### src/rtl/inst_issuer.sv
// Purpose: encodes register/immediate instructions and queues them for a downstream decoder.
// Latency: an accepted write is visible at the queue head one cycle later; there is no empty-queue bypass.
// Backpressure: inst_ready low holds the head; writes while full are dropped and flagged as overflow.

// Generic synchronous FIFO with a count output and a synchronous flush.
// Latency: pushed data reaches head_dat one cycle after the push edge.
// Backpressure: push is ignored when full and pop is ignored when empty; the caller gates both.
module issue_fifo #(
    parameter int W     = 8,
    parameter int DEPTH = 8,
    parameter int CW    = $clog2(DEPTH) + 1
) (
    input  logic          clk,
    input  logic          clr,
    input  logic          flush,
    input  logic          push,
    input  logic [W-1:0]  push_dat,
    input  logic          pop,
    output logic [W-1:0]  head_dat,
    output logic [CW-1:0] count,
    output logic          full
);
    localparam int AW = (DEPTH > 1) ? $clog2(DEPTH) : 1;

    logic [W-1:0]  mem [DEPTH];
    logic [AW-1:0] wr_ptr;
    logic [AW-1:0] rd_ptr;
    logic          push_ok;
    logic          pop_ok;

    // Flush wins over both ports; push and pop are also guarded here so the
    // FIFO stays consistent even if a caller forgets to gate them.
    assign full     = (count == CW'(DEPTH));
    assign push_ok  = push && !full && !flush;
    assign pop_ok   = pop && (count != '0) && !flush;
    assign head_dat = mem[rd_ptr];

    // Storage has no reset: stale words are never visible because the
    // consumer qualifies head_dat with a non-zero count.
    always_ff @(posedge clk) begin
        if (push_ok) begin
            mem[wr_ptr] <= push_dat;
        end
    end

    // Pointers wrap naturally because DEPTH is a power of two; count tracks
    // occupancy so full and empty never need pointer comparison.
    always_ff @(posedge clk or negedge clr) begin
        if (!clr) begin
            wr_ptr <= '0;
            rd_ptr <= '0;
            count  <= '0;
        end else if (flush) begin
            wr_ptr <= '0;
            rd_ptr <= '0;
            count  <= '0;
        end else begin
            if (push_ok) begin
                wr_ptr <= wr_ptr + AW'(1);
            end
            if (pop_ok) begin
                rd_ptr <= rd_ptr + AW'(1);
            end
            unique case ({push_ok, pop_ok})
                2'b10:   count <= count + CW'(1);
                2'b01:   count <= count - CW'(1);
                default: count <= count;
            endcase
        end
    end

endmodule

// Instruction encoder plus issue queue with sticky error flags and a handoff counter.
// Latency: one cycle from an accepted wr_en to the word appearing on inst_out.
// Backpressure: inst_valid/inst_ready handshake at the head; overflow writes dropped and flagged.
module inst_issuer #(
    parameter int DEPTH = 8
) (
    input  logic       clk,
    input  logic       clr,
    input  logic       flush,
    input  logic       wr_en,
    input  logic [1:0] kind,
    input  logic [2:0] field_a,
    input  logic [2:0] field_b,
    input  logic [4:0] imm,
    output logic [7:0] inst_out,
    output logic       inst_valid,
    input  logic       inst_ready,
    output logic       full,
    output logic [4:0] count,
    output logic [1:0] err,
    input  logic       err_clr,
    output logic [7:0] issued
);
    typedef enum logic [1:0] {
        KIND_RR  = 2'b00,
        KIND_IX  = 2'b01,
        KIND_IY  = 2'b10,
        KIND_BAD = 2'b11
    } kind_e;

    typedef struct packed {
        logic [1:0] op;
        logic [5:0] body;
    } inst_t;

    kind_e      kind_sel;
    inst_t      enc;
    logic [7:0] head_dat;
    logic       wr_accept;
    logic       handoff;
    logic       illegal_ev;
    logic       overflow_ev;
    logic [1:0] err_ev;

    assign kind_sel = kind_e'(kind);

    // Encode at write time so the queue only ever holds finished 8-bit words.
    always_comb begin
        enc = '0;
        unique case (kind_sel)
            KIND_RR:  enc = '{op: 2'b00, body: {field_a, field_b}};
            KIND_IX:  enc = '{op: 2'b01, body: {1'b0, imm}};
            KIND_IY:  enc = '{op: 2'b01, body: {1'b1, imm}};
            default:  enc = '0;
        endcase
    end

    // Overflow is judged on the pre-edge full flag, so a same-cycle handoff
    // does not rescue a write that arrived while the queue was full. Flush
    // suppresses both the write and any error it would otherwise raise.
    assign wr_accept   = wr_en && (kind_sel != KIND_BAD) && !full && !flush;
    assign handoff     = inst_valid && inst_ready && !flush;
    assign illegal_ev  = wr_en && (kind_sel == KIND_BAD) && !flush;
    assign overflow_ev = wr_en && full && !flush;
    assign err_ev      = {overflow_ev, illegal_ev};

    issue_fifo #(
        .W     (8),
        .DEPTH (DEPTH),
        .CW    (5)
    ) u_fifo (
        .clk      (clk),
        .clr      (clr),
        .flush    (flush),
        .push     (wr_accept),
        .push_dat (enc),
        .pop      (handoff),
        .head_dat (head_dat),
        .count    (count),
        .full     (full)
    );

    // Head is masked to zero when empty so unreset storage never leaks out.
    assign inst_valid = (count != 5'd0);
    assign inst_out   = inst_valid ? head_dat : 8'h00;

    // Sticky error flags; a fresh event in the clearing cycle survives the clear.
    always_ff @(posedge clk or negedge clr) begin
        if (!clr) begin
            err <= 2'b00;
        end else if (err_clr) begin
            err <= err_ev;
        end else begin
            err <= err | err_ev;
        end
    end

    // Free-running handoff counter, wrapping at 8 bits; flush leaves it alone.
    always_ff @(posedge clk or negedge clr) begin
        if (!clr) begin
            issued <= 8'h00;
        end else if (handoff) begin
            issued <= issued + 8'd1;
        end
    end

endmodule

### config.mk
export PLATFORM = sky130hd
export DESIGN_NAME = inst_issuer
export DESIGN_NICKNAME = d
export VERILOG_FILES = /design/src/rtl/inst_issuer.sv
export SDC_FILE = /design/constraint.sdc
export NUM_CORES = 1
export LEC_CHECK = 0
export CORE_MARGIN = 8
export CORE_UTILIZATION = 45
export DETAILED_ROUTE_END_ITERATION = 8
export PLACE_DENSITY = 0.72
export SETUP_SLACK_MARGIN = 0.2
export SLEW_MARGIN = 20
export SYNTH_ARGS = -nofsm -noshare
export SYNTH_HDL_FRONTEND = slang
export SYNTH_SLANG_ARGS = --single-unit
### constraint.sdc
create_clock -name clk -period 4.35 [get_ports clk]
set_input_delay 1.0875 -clock clk [delete_from_list [all_inputs] [get_ports clk]]
set_output_delay 1.0875 -clock clk [all_outputs]
set_load 0.005 [all_outputs]
* Yosys cells after proc, flatten, opt, wreduce, memory -nomap -nowiden *
Memories as Yosys holds them, arrays and structs flattened.
Cells that the tools add are included.

word-level totals
  register bits after elaboration = 21
  memories = 1
  bits in writable memories = 56
  output and inout port bits = 25
  logic and storage cells = 50
  input port bits = 19

memory list
  name        words  width  read ports  clocked after memory_dff  wr ports  line  source
  u_fifo.mem  8      7      1           0                         1         25    logic [W-1:0] mem [DEPTH];

operators by class
  eq/ne operators = 7
  add/subtract/negate cells = 5
  muxes and demuxes = 11
  reductions and logical operators = 20
  bitwise logic cells = 1

operator list
  cell                 number
  $pmux 7 s3           1
  $logic_and 1x1->1    13
  $mux 3               4
  $pmux 5 s2           1
  $add 8x1->8 const B  1
  $mux 8               1
  $add 3x1->3 const B  2
  $eq 2x2->1 const B   3
  $add 5x1->5 const B  1
  $eq 5x4->1 const B   1
  $mux 5               1
  $reduce_bool 5->1    1
  $sub 5x1->5 const B  1
  $eq 2x1->1 const B   2
  $reduce_bool 2->1    2
  $reduce_bool 3->1    1
  $logic_not 1->1      2
  $logic_not 2->1      1
  $mux 1               2
  $mux 2               1
  $ne 2x2->1 const B   1
  $or 2x2->2           1

* Depth between registers and ports, before layout *
Gate-level depths: netlist of run 1.

  depth after elaboration = 9
  depth in mapped cells = 11
  gate-level depth less buffers = 10

* Hierarchy *
Synthesis of run 1 repeated with hierarchy kept, for this count alone.

unflattened totals
  cells, all modules = 253
  area, all modules = 3862.5 sq um

modules (own cells, without submodules)
  module       cells an instance  times used  area each (sq um)
  issue_fifo   180                1           3176.8
  inst_issuer  73                 1           685.7

* Worst setup path before layout of run 1 *
OpenSTA, ideal clock, no wires.

  path kind = input to register
  start point = in kind[0]
  end point = reg u_fifo.count[3]
  data arrival time = 3.030 ns
  path buffers = 1
  cell stages on the path = 11
  setup slack = 1.195 ns
  data required time = 4.225 ns
  library setup time = 0.125 ns
  path through = ha_1 buf_2 nor3b_1 o21ai_2 nand2_1 inv_1 ha_1 a21oi_1 a21o_1 a21oi_1 mux2_4

on the way
  cells in the longest elaborated chain, start to end = 9
  elaborated cells on any way between the ends = 11

ends and longest elaborated chain
  item                                             line  source
  start, declared                                  84    input logic [1:0] kind,
  $ne 2x2->1 *                                     134   assign wr_accept = wr_en && (kind_sel != KIND_BAD) && !full && !flush;
  $logic_and 1x1->1 * (3 in a row)                 134
  $logic_and 1x1->1 * (2 in a row)                 34    assign push_ok = push && !full && !flush;
  $eq 2x1->1 / $eq 2x2->1 (equally long branches)  64    unique case ({push_ok, pop_ok})
  $pmux 5 s2                                       64
  $mux 5                                           53    end else if (flush) begin
  end signal, assigned                             65    2'b10: count <= count + CW'(1);
  end signal, assigned                             66    2'b01: count <= count - CW'(1);
  end signal, assigned                             67    default: count <= count;
  end, declared                                    20    output logic [CW-1:0] count,

Every way passes the cells marked *; elsewhere a longest branch is shown, timed or not.
A chain may end at the register's enable or synchronous reset.

* Worst setup path in the final report of run 1 *
Same ends and word-level chain as after synthesis.

==> impl_results.md, run 1 <==
- Mapped Area: 0.00358 mm²
- Setup Fix Bufs, Post-CTS: 0
- Clock skew: 0.0118 ns
- Syn avg cell area: 14.7 µm²
- CP Data Required Time: 4.59 ns
- Max layer used: met4
- Hold Crit Class: register to register
- CTS Hold Bufs: 0
- Unique cell type count in the Yosys netlist: 49
- Starting Density: 46.4%
- Root buffer cell: clkbuf_8
- DR vias: 2224
- Cell Pwr Density: 467 mW/mm²
- Routed met2 length: 3830 µm
- Dominant synthesized flop cell: edfxtp_1
- Setup TNS: 0 ns
- Crit share post-route: 81.6%
- Core footprint: 0.00773 mm²
- Area growth syn-to-layout: 21.0%
- Initial DRC Count: 109
- Longest Clk Path Bufs: 2
- Clock tree sinks: 77
- Critical Path Source Type: primary input
- Commonest non-fill, non-tap cell in the layout: edfxtp_1
- Outcome: finished, final reports clean
- Residual DRC count: 0
- Leakage: 1.58 nW
- Yosys reg bits: 77
- H-Tree Depth: 3
- Number of max-cap violations: 0
- Fraction of layout cells with a size suffix above 1: 18.4%
- Rows: 32
- Post-synth EDFFs: 56
- Peak supply drop: 193 µV
- Design Area, Final: 0.00434 mm²
- Die area: 0.0111 mm²
- RSZ-0062 raised after global routing: false
- Die X-Extent: 105 µm
- Ant diodes: 0
- DRT Pass-1 Iters: 4
- Num CTS Buffers: 9
- I/O Pins: 44
- Hold Violations, Final: 0
- Met3 routed wirelength: 264 µm
- Initial antenna violation count: 0
- Post-DR wirelength/cell: 18.3 µm
- Largest net degree at the start of global routing: 22
- Die Ht: 105 µm
- Post-DP HPWL: 5200 µm
- Via density: 5.48
- CTS tree: done
- Clock transition at path regs: 0.09 ns
- Clock period minus worst slack: 3.55 ns
- Drt total wl: 7430 µm
- Most frequent cells in the layout: edfxtp_1, clkdlybuf4s50_1, nor2_1, dfrtp_1, mux4_2
- Worst Setup End Kind: register
- Clock Latency Late Sink: 0.35 ns
- Final setup vio count: 0
- First-pass GRT wire length: 11900 µm
- GPL Wtd Cong: 0.846
- Final net count: 329
- Synth Net Count: 274
- M1 WL: 3190 µm
- Total track usage: 13.9%
- CP Max Fanout: 9
- Cell Area, Placed: 0.00417 mm²
- Least-Margin Pin Slew: 0.777 ns
- Async S/R FF share, synth: 27.3%
- Seq/Total Area, Yosys: 61.6%
- Gr ovfl total: 0
- Yosys warns: 0
- Crit path DAT: 3.79 ns
- IO Port Bufs: 42
- Final Max Slew Viols: 0
- Synthesized netlist cell count: 244
- FMAX: 282 MHz
- Worst setup path class: primary input to register
- Vias in the first global route: 2255
- Worst rel slew slack: 47.6%
- Post-CTS resize count: 0
- Antenna-violating nets left: 0
-- cells by family (layout without fill, tap and decap cells) --
kind of cell / Yosys count / in the layout / synth area share, %
flip-flops: 77 / 77 / 61.6
buffers and inverters: 21 / 81 / 2.86
XOR/XNOR: 10 / 10 / 2.44
AND/OR/NAND/NOR: 65 / 65 / 9.18
adder cells (fa/ha/maj): 11 / 11 / 4.05
AO/OA/AOI/OAI: 31 / 31 / 6.84
other: 1 / 1 / 0.105
multiplexers: 28 / 28 / 12.9
-- synth_stat cells, types with 3 or more instances --
cell / count / share of area [%]
nand2_1: 9 / 0.94
dfrtp_1: 21 / 15
xor2_1: 4 / 0.98
ha_1: 10 / 3.5
buf_2: 3 / 0.42
buf_4: 3 / 0.63
nand4_1: 4 / 0.70
inv_1: 10 / 1.0
a211oi_1: 3 / 0.63
o21ai_0: 3 / 0.42
mux2i_1: 10 / 2.8
nand2b_1: 5 / 0.87
nand3_1: 5 / 0.70
nor2_1: 28 / 2.9
nor3_1: 5 / 0.70
a21oi_1: 3 / 0.42
mux4_2: 14 / 8.8
edfxtp_1: 56 / 47
xnor2_1: 6 / 1.5
a22oi_1: 6 / 1.3
-- path summary, 6_finish.rpt --
path / startpoint / endpoint / slack [ns] / cells past startpoint
setup / recovery: kind[0] / u_fifo.count[3]$_DFFE_PN0P_ / 0.80 / 11
min in group asynchronous: clr / issued[7]$_DFFE_PN0N_ / 0.69 / 1
hold / removal: issued[7]$_DFFE_PN0N_ / issued[7]$_DFFE_PN0N_ / 0.48 / 1
setup reg to reg: u_fifo.count[1]$_DFFE_PN0P_ / u_fifo.count[3]$_DFFE_PN0P_ / 1.56 / 9
max in group asynchronous: clr / u_fifo.wr_ptr[1]$_DFFE_PN0P_ / 3.31 / 1
hold reg to reg: issued[7]$_DFFE_PN0N_ / issued[7]$_DFFE_PN0N_ / 0.48 / 1
-- cell type report --
cell class	instances	area (µm²)
clock inverters	7	53.8
fillers	611	3390
repair buffers	55	513
clock buffers	9	124
inverters	10	37.5
multi-input cells	146	1270
flip-flops and latches	77	2210
well taps	102	128
-- worst max-delay path, stage by stage --
cell and delay [ns]:
clkdlybuf4s50_1 0.46, ha_1 0.36, nor3b_1 0.45, o21ai_2 0.21, nand2_1 0.14, inv_1 0.08, ha_1 0.33, a21oi_1 0.21
a21o_1 0.14, a21oi_1 0.06, mux2_4 0.26
-- metrics by stage --
stage,util [%],total power [W],hold slack [ns],std cells,setup WS [ns]
after floorplan,-,0.00128,0.468,244,1.19
after global placement,53.9,0.00154,0.464,390,0.557
after detailed placement,53.9,0.00156,0.476,390,0.437
after CTS,56.2,0.00204,0.487,406,0.807
after global routing,56.1,0.00214,0.519,406,0.571
final,56.1,0.00202,0.478,406,0.799
-- flip-flops by register name, summed over array words and instances, names as in the netlist --
register / flops
u_fifo.rd_ptr: 3
u_fifo.count: 5
err: 2
issued: 8
u_fifo.mem: 56
u_fifo.wr_ptr: 3
-- where the power goes --
part           internal (W)  total, W  switching (W)
registers          0.000836  0.000908      0.0000723
logic              0.000342  0.000625       0.000282
clock network      0.000214  0.000491       0.000277
total               0.00139   0.00202       0.000632
-- metal layers --
layer	up-vias	GRT usage, %
met3	11	2.25
met5	-	0
li1	1032	-
met2	44	23.6
met4	0	6.63
met1	1137	17.0
Note: power is estimated with default switching activity, not from simulation.
==> run 2, diff against run 1 <==
clock period = 3.3 ns   (was 4.35 ns; I/O delays follow)
==> impl_results.md, run 2 (synthesis results as in run 1) <==
- Outcome: finished, final reports clean
- GPL Wtd Cong: 0.741
- Design Area, Final: 0.00453 mm²
- Post-Layout Cell Count: 422
- Ant diodes: 0
- Setup TNS: 0 ns
- Least-Margin Pin Slew: 0.686 ns
- Leakage: 1.69 nW
- Num CTS Buffers: 9
- Placed insts: 401
- Biggest registers after layout: u_fifo.mem (56), issued (8), u_fifo.count (5)
- H-Tree Depth: 3
- Crit share post-route: 92.2%
- Worst path cell trace: or4_4 > buf_12 > nor2_1 > clkdlybuf4s50_1
- Reg with most FFs: u_fifo.mem
- Max reg flops: 56
- Crit path DAT: 2.22 ns
- CP max stage delay: 0.55 ns
- Final net count: 345
- Initial antenna violation count: 0
- Reg2reg setup slack: 0.70 ns
- Number of max-cap violations: 0
- CP Max Fanout: 7
- WP buf/inv: 2
- Reg2reg start: u_fifo.count[4]$_DFFE_PN0P_
- Crit path max-delay family: simple AND/OR/NAND/NOR gates
- CTS Hold Bufs: 0
- DR vias: 2271
- Final setup vio count: 0
- Hold Violations, Final: 0
- Initial DRC Count: 96
- Root buffer cell: clkbuf_8
- Setup ws final: 0.258 ns
- CP max stage cell: or4_4
- RSZ-0062 raised after global routing: false
- CP Data Required Time: 2.47 ns
- Post-DP HPWL: 5210 µm
- Antenna-violating nets left: 0
- Gr ovfl total: 0
- IO Port Bufs: 42
- Peak supply drop: 291 µV
- Total track usage: 13.9%
- Longest Clk Path Bufs: 2
- Clock skew: 0.00904 ns
- Clock transition at path regs: 0.09 ns
- Worst setup path class: register to output port
- Starting Density: 46.4%
- First-pass GRT wire length: 12200 µm
- Cell Pwr Density: 635 mW/mm²
- Worst Setup End Kind: output port
- Hold Crit Class: register to register
- DRT Pass-1 Iters: 4
- Worst rel slew slack: 53.8%
- Final Max Slew Viols: 0
- Die area: 0.0111 mm²
- Residual DRC count: 0
- Clock tree sinks: 77
- I/O Pins: 44
- Post-DR wirelength/cell: 17.6 µm
- Cell Area, Placed: 0.00425 mm²
- Crit. Startpoint: u_fifo.count[4]$_DFFE_PN0P_
- Die Ht: 105 µm
- Drt total wl: 7440 µm
- Core footprint: 0.00773 mm²
- Rows: 32
- Reg2Reg Depth: 9
- Largest net degree at the start of global routing: 22
- Hold endpoint: issued[7]$_DFFE_PN0N_
- Die X-Extent: 105 µm
- Hold-critical path depth: 1
- Clock period minus worst slack: 3.04 ns
- Critical Path Source Type: register
- CTS tree: done
- Fraction of layout cells with a size suffix above 1: 23.8%
- FMAX: 329 MHz
- Pre-CTS WS: 0.0645 ns
- Commonest non-fill, non-tap cell in the layout: edfxtp_1
- Vias in the first global route: 2393
- Most frequent cells in the layout: edfxtp_1, clkdlybuf4s50_1, nor2_1, buf_4, dfrtp_1
- Origin of the worst min-delay path: issued[7]$_DFFE_PN0N_
- R2r endpoint: u_fifo.count[4]$_DFFE_PN0P_
- # fillers: 611
- Area growth syn-to-layout: 26.5%
- Total Power: 0.00288 W
- Via density: 5.38
- Clock Latency Late Sink: 0.35 ns
[run 2: changes by cell type in the layout (fill, tap and decap cells not counted), sizes merged]
cell | previous run | this run
buf | 14 | 29
bufinv | 0 | 1
clkdlybuf4s50 | 41 | 42
inv | 14 | 13
[run 2: repair_timing]
action	CTS	global route
gates resized for setup	4	3
pin swaps	0	1
endpoints found under the setup margin	8	10
buffers inserted	2	3
endpoints found under the hold margin	0	0
[run 2: worst max path at each step]
| stage | endpoint | slack, ns | cells past startpoint |
|---|---|---|---|
| after floorplan | u_fifo.count[3]$_DFFE_PN0P_ | 0.41 | 11 |
| after global placement | u_fifo.mem[5][3]$_DFFE_PP_ | 0.08 | 8 |
| after detailed placement | u_fifo.mem[7][2]$_DFFE_PP_ | 0.06 | 8 |
| after CTS | inst_out[6] | 0.22 | 5 |
| after global routing | full | 0.20 | 4 |
| final | full | 0.26 | 4 |
[run 2: report_power, final]
part           internal [W]  switching, W  total (W)
sequential          0.00110     0.0000651    0.00117
clock              0.000367      0.000386   0.000753
combinational      0.000533      0.000422   0.000955
total               0.00201      0.000873    0.00288
[run 2: through the flow]
stage,utilization (%),hold WS (ns)
6_report,58.7,0.479
3_3_place_gp,55.0,0.464
3_5_place_dp,55.0,0.468
4_1_cts,58.0,0.480
2_1_floorplan,-,0.468
5_1_grt,58.7,0.505
[run 2: final cells by class]
| class | count | area [µm²] | area share, % |
|---|---|---|---|
| Timing Repair Buffer | 71 | 662 | 14.6 |
| Clock inverter | 7 | 91.3 | 2.01 |
| Inverter | 10 | 37.5 | 0.828 |
| Clock buffer | 9 | 124 | 2.73 |
| Sequential cell | 77 | 2210 | 48.8 |
| Tap cell | 102 | 128 | 2.82 |
| Multi-Input combinational cell | 146 | 1280 | 28.2 |
[run 2: layer usage]
layer	vias up	track usage (%)	share of wire, %
li1	1065	-	-
met1	1152	17.2	43
met2	45	23.1	52
met3	9	2.86	3.7
met4	0	6.12	1.3
met5	-	0	0
==> run 3, diff against run 2 <==
PLACE_DENSITY = 0.67   (was 0.72)
SKIP_LAST_GASP = 1   (was not set)
==> impl_results.md, run 3 (synthesis results as in run 1) <==
- Outcome: finished, final reports clean
- Most frequent cells in the layout: edfxtp_1, clkdlybuf4s50_1, nor2_1, buf_4, dfrtp_1
- R2r endpoint: u_fifo.count[4]$_DFFE_PN0P_
- Clock tree sinks: 77
- Worst setup path class: register to output port
- Post-DR wirelength/cell: 17.6 µm
- Max reg flops: 56
- Residual DRC count: 0
- Routed met2 length: 3610 µm
- Crit path DAT: 2.15 ns
- CP max stage delay: 0.60 ns
- Antenna-violating nets left: 0
- Reg2Reg Depth: 8
- Starting Density: 46.4%
- Root buffer cell: clkbuf_8
- Leakage: 1.65 nW
- Gr ovfl total: 0
- M1 WL: 3370 µm
- Reg2reg start: u_fifo.count[3]$_DFFE_PN0P_
- GPL Wtd Cong: 0.828
- Drt total wl: 7380 µm
- Hold-critical path depth: 1
- Worst rel slew slack: 46.9%
- Initial DRC Count: 110
- DRT Pass-1 Iters: 4
- Clock period minus worst slack: 2.98 ns
- Max layer used: met4
- Origin of the worst min-delay path: issued[7]$_DFFE_PN0N_
- Placed insts: 401
- Least-Margin Pin Slew: 0.788 ns
- Reg with most FFs: u_fifo.mem
- Rows: 32
- CTS tree: done
- Initial antenna violation count: 0
- CP max stage cell: or4_4
- Hold endpoint: issued[7]$_DFFE_PN0N_
- First-pass GRT wire length: 12100 µm
- Commonest non-fill, non-tap cell in the layout: edfxtp_1
- IO Port Bufs: 42
- Die X-Extent: 105 µm
- Clock transition at path regs: 0.08 ns
- I/O Pins: 44
- Final net count: 343
- Setup TNS: 0 ns
- Clock skew: 0.0118 ns
- Clock Latency Late Sink: 0.34 ns
- Longest Clk Path Bufs: 2
- Hold Crit Class: register to register
- DR vias: 2191
- Largest net degree at the start of global routing: 22
- Final setup vio count: 0
- Vias in the first global route: 2287
- Total Power: 0.00268 W
- Fraction of layout cells with a size suffix above 1: 22.3%
- Number of max-cap violations: 0
- Cell Pwr Density: 602 mW/mm²
- Peak supply drop: 222 µV
- Num CTS Buffers: 9
- CP Max Fanout: 8
- Critical Path Source Type: register
- Met3 routed wirelength: 294 µm
- Via density: 5.22
- Die area: 0.0111 mm²
- Crit share post-route: 90.2%
- Area growth syn-to-layout: 24.2%
- Reg2reg setup slack: 0.85 ns
- CP Data Required Time: 2.47 ns
- FMAX: 336 MHz
- Post-Layout Cell Count: 420
- Post-DP HPWL: 5250 µm
- Worst path cell trace: or4_4 > nor2_2 > buf_6 > nor2_1 > clkdlybuf4s50_1
- # fillers: 632
- Ant diodes: 0
- Core footprint: 0.00773 mm²
- Final Max Slew Viols: 0
- RSZ-0062 raised after global routing: false
- Worst Setup End Kind: output port
- Total track usage: 13.9%
- Hold Violations, Final: 0
- Die Ht: 105 µm
- H-Tree Depth: 3
- Biggest registers after layout: u_fifo.mem (56), issued (8), u_fifo.count (5)
==> run 3: final cells by class <==
cell class	count	area (µm²)	area share, %
clock buffers	11	131	2.95
clock inverters	5	35.0	0.787
inverters	10	37.5	0.843
multi-input cells	146	1280	28.7
flip-flops and latches	77	2210	49.6
well taps	102	128	2.87
repair buffers	69	634	14.2
==> run 3: how the worst max path moves through the flow <==
| stage | start | to | cells past startpoint |
|---|---|---|---|
| floorplan | kind[0] | u_fifo.count[3]$_DFFE_PN0P_ | 11 |
| global route | u_fifo.rd_ptr[0]$_DFFE_PN0P_ | inst_out[5] | 5 |
| global placement | kind[0] | u_fifo.mem[5][3]$_DFFE_PP_ | 8 |
| finish | u_fifo.count[1]$_DFFE_PN0P_ | inst_out[5] | 5 |
| detailed placement | kind[0] | u_fifo.mem[5][3]$_DFFE_PP_ | 8 |
| CTS | u_fifo.count[4]$_DFFE_PN0P_ | inst_out[5] | 5 |
==> run 3: power by group <==
group	switching (W)	internal (W)
clock	0.000339	0.000275
sequential	0.0000607	0.00110
combinational	0.000409	0.000494
==> run 3: timing repair <==
action | in CTS | in global routing
endpoints found under the setup margin | 8 | 8
gates resized for setup | 2 | 4
hold buffers | 0 | 0
gates cloned | 0 | 0
buffers inserted | 1 | 2
==> run 3: critical path: cells and delay by family, from the launching register on <==
kind | cells | cell delay (ns)
AND/OR/NAND/NOR | 3 | 0.78
buffers and inverters | 2 | 0.62
flip-flops | 1 | 0.41
==> run 3: layer usage <==
metal,vias up,global-route usage (%)
met1,1071,18.1
met4,0,6.32
met5,-,0
met3,7,2.31
li1,1067,-
met2,46,22.4
==> run 3: metrics by stage <==
step	worst slack, ns	utilization, %	area [µm²]	hold WS, ns
2_1_floorplan	0.407	-	3580	0.468
3_3_place_gp	0.101	55.0	4250	0.467
3_5_place_dp	0.0358	55.0	4250	0.477
4_1_cts	0.211	57.3	4420	0.489
5_1_grt	0.212	57.6	4450	0.527
6_report	0.323	57.6	4450	0.483
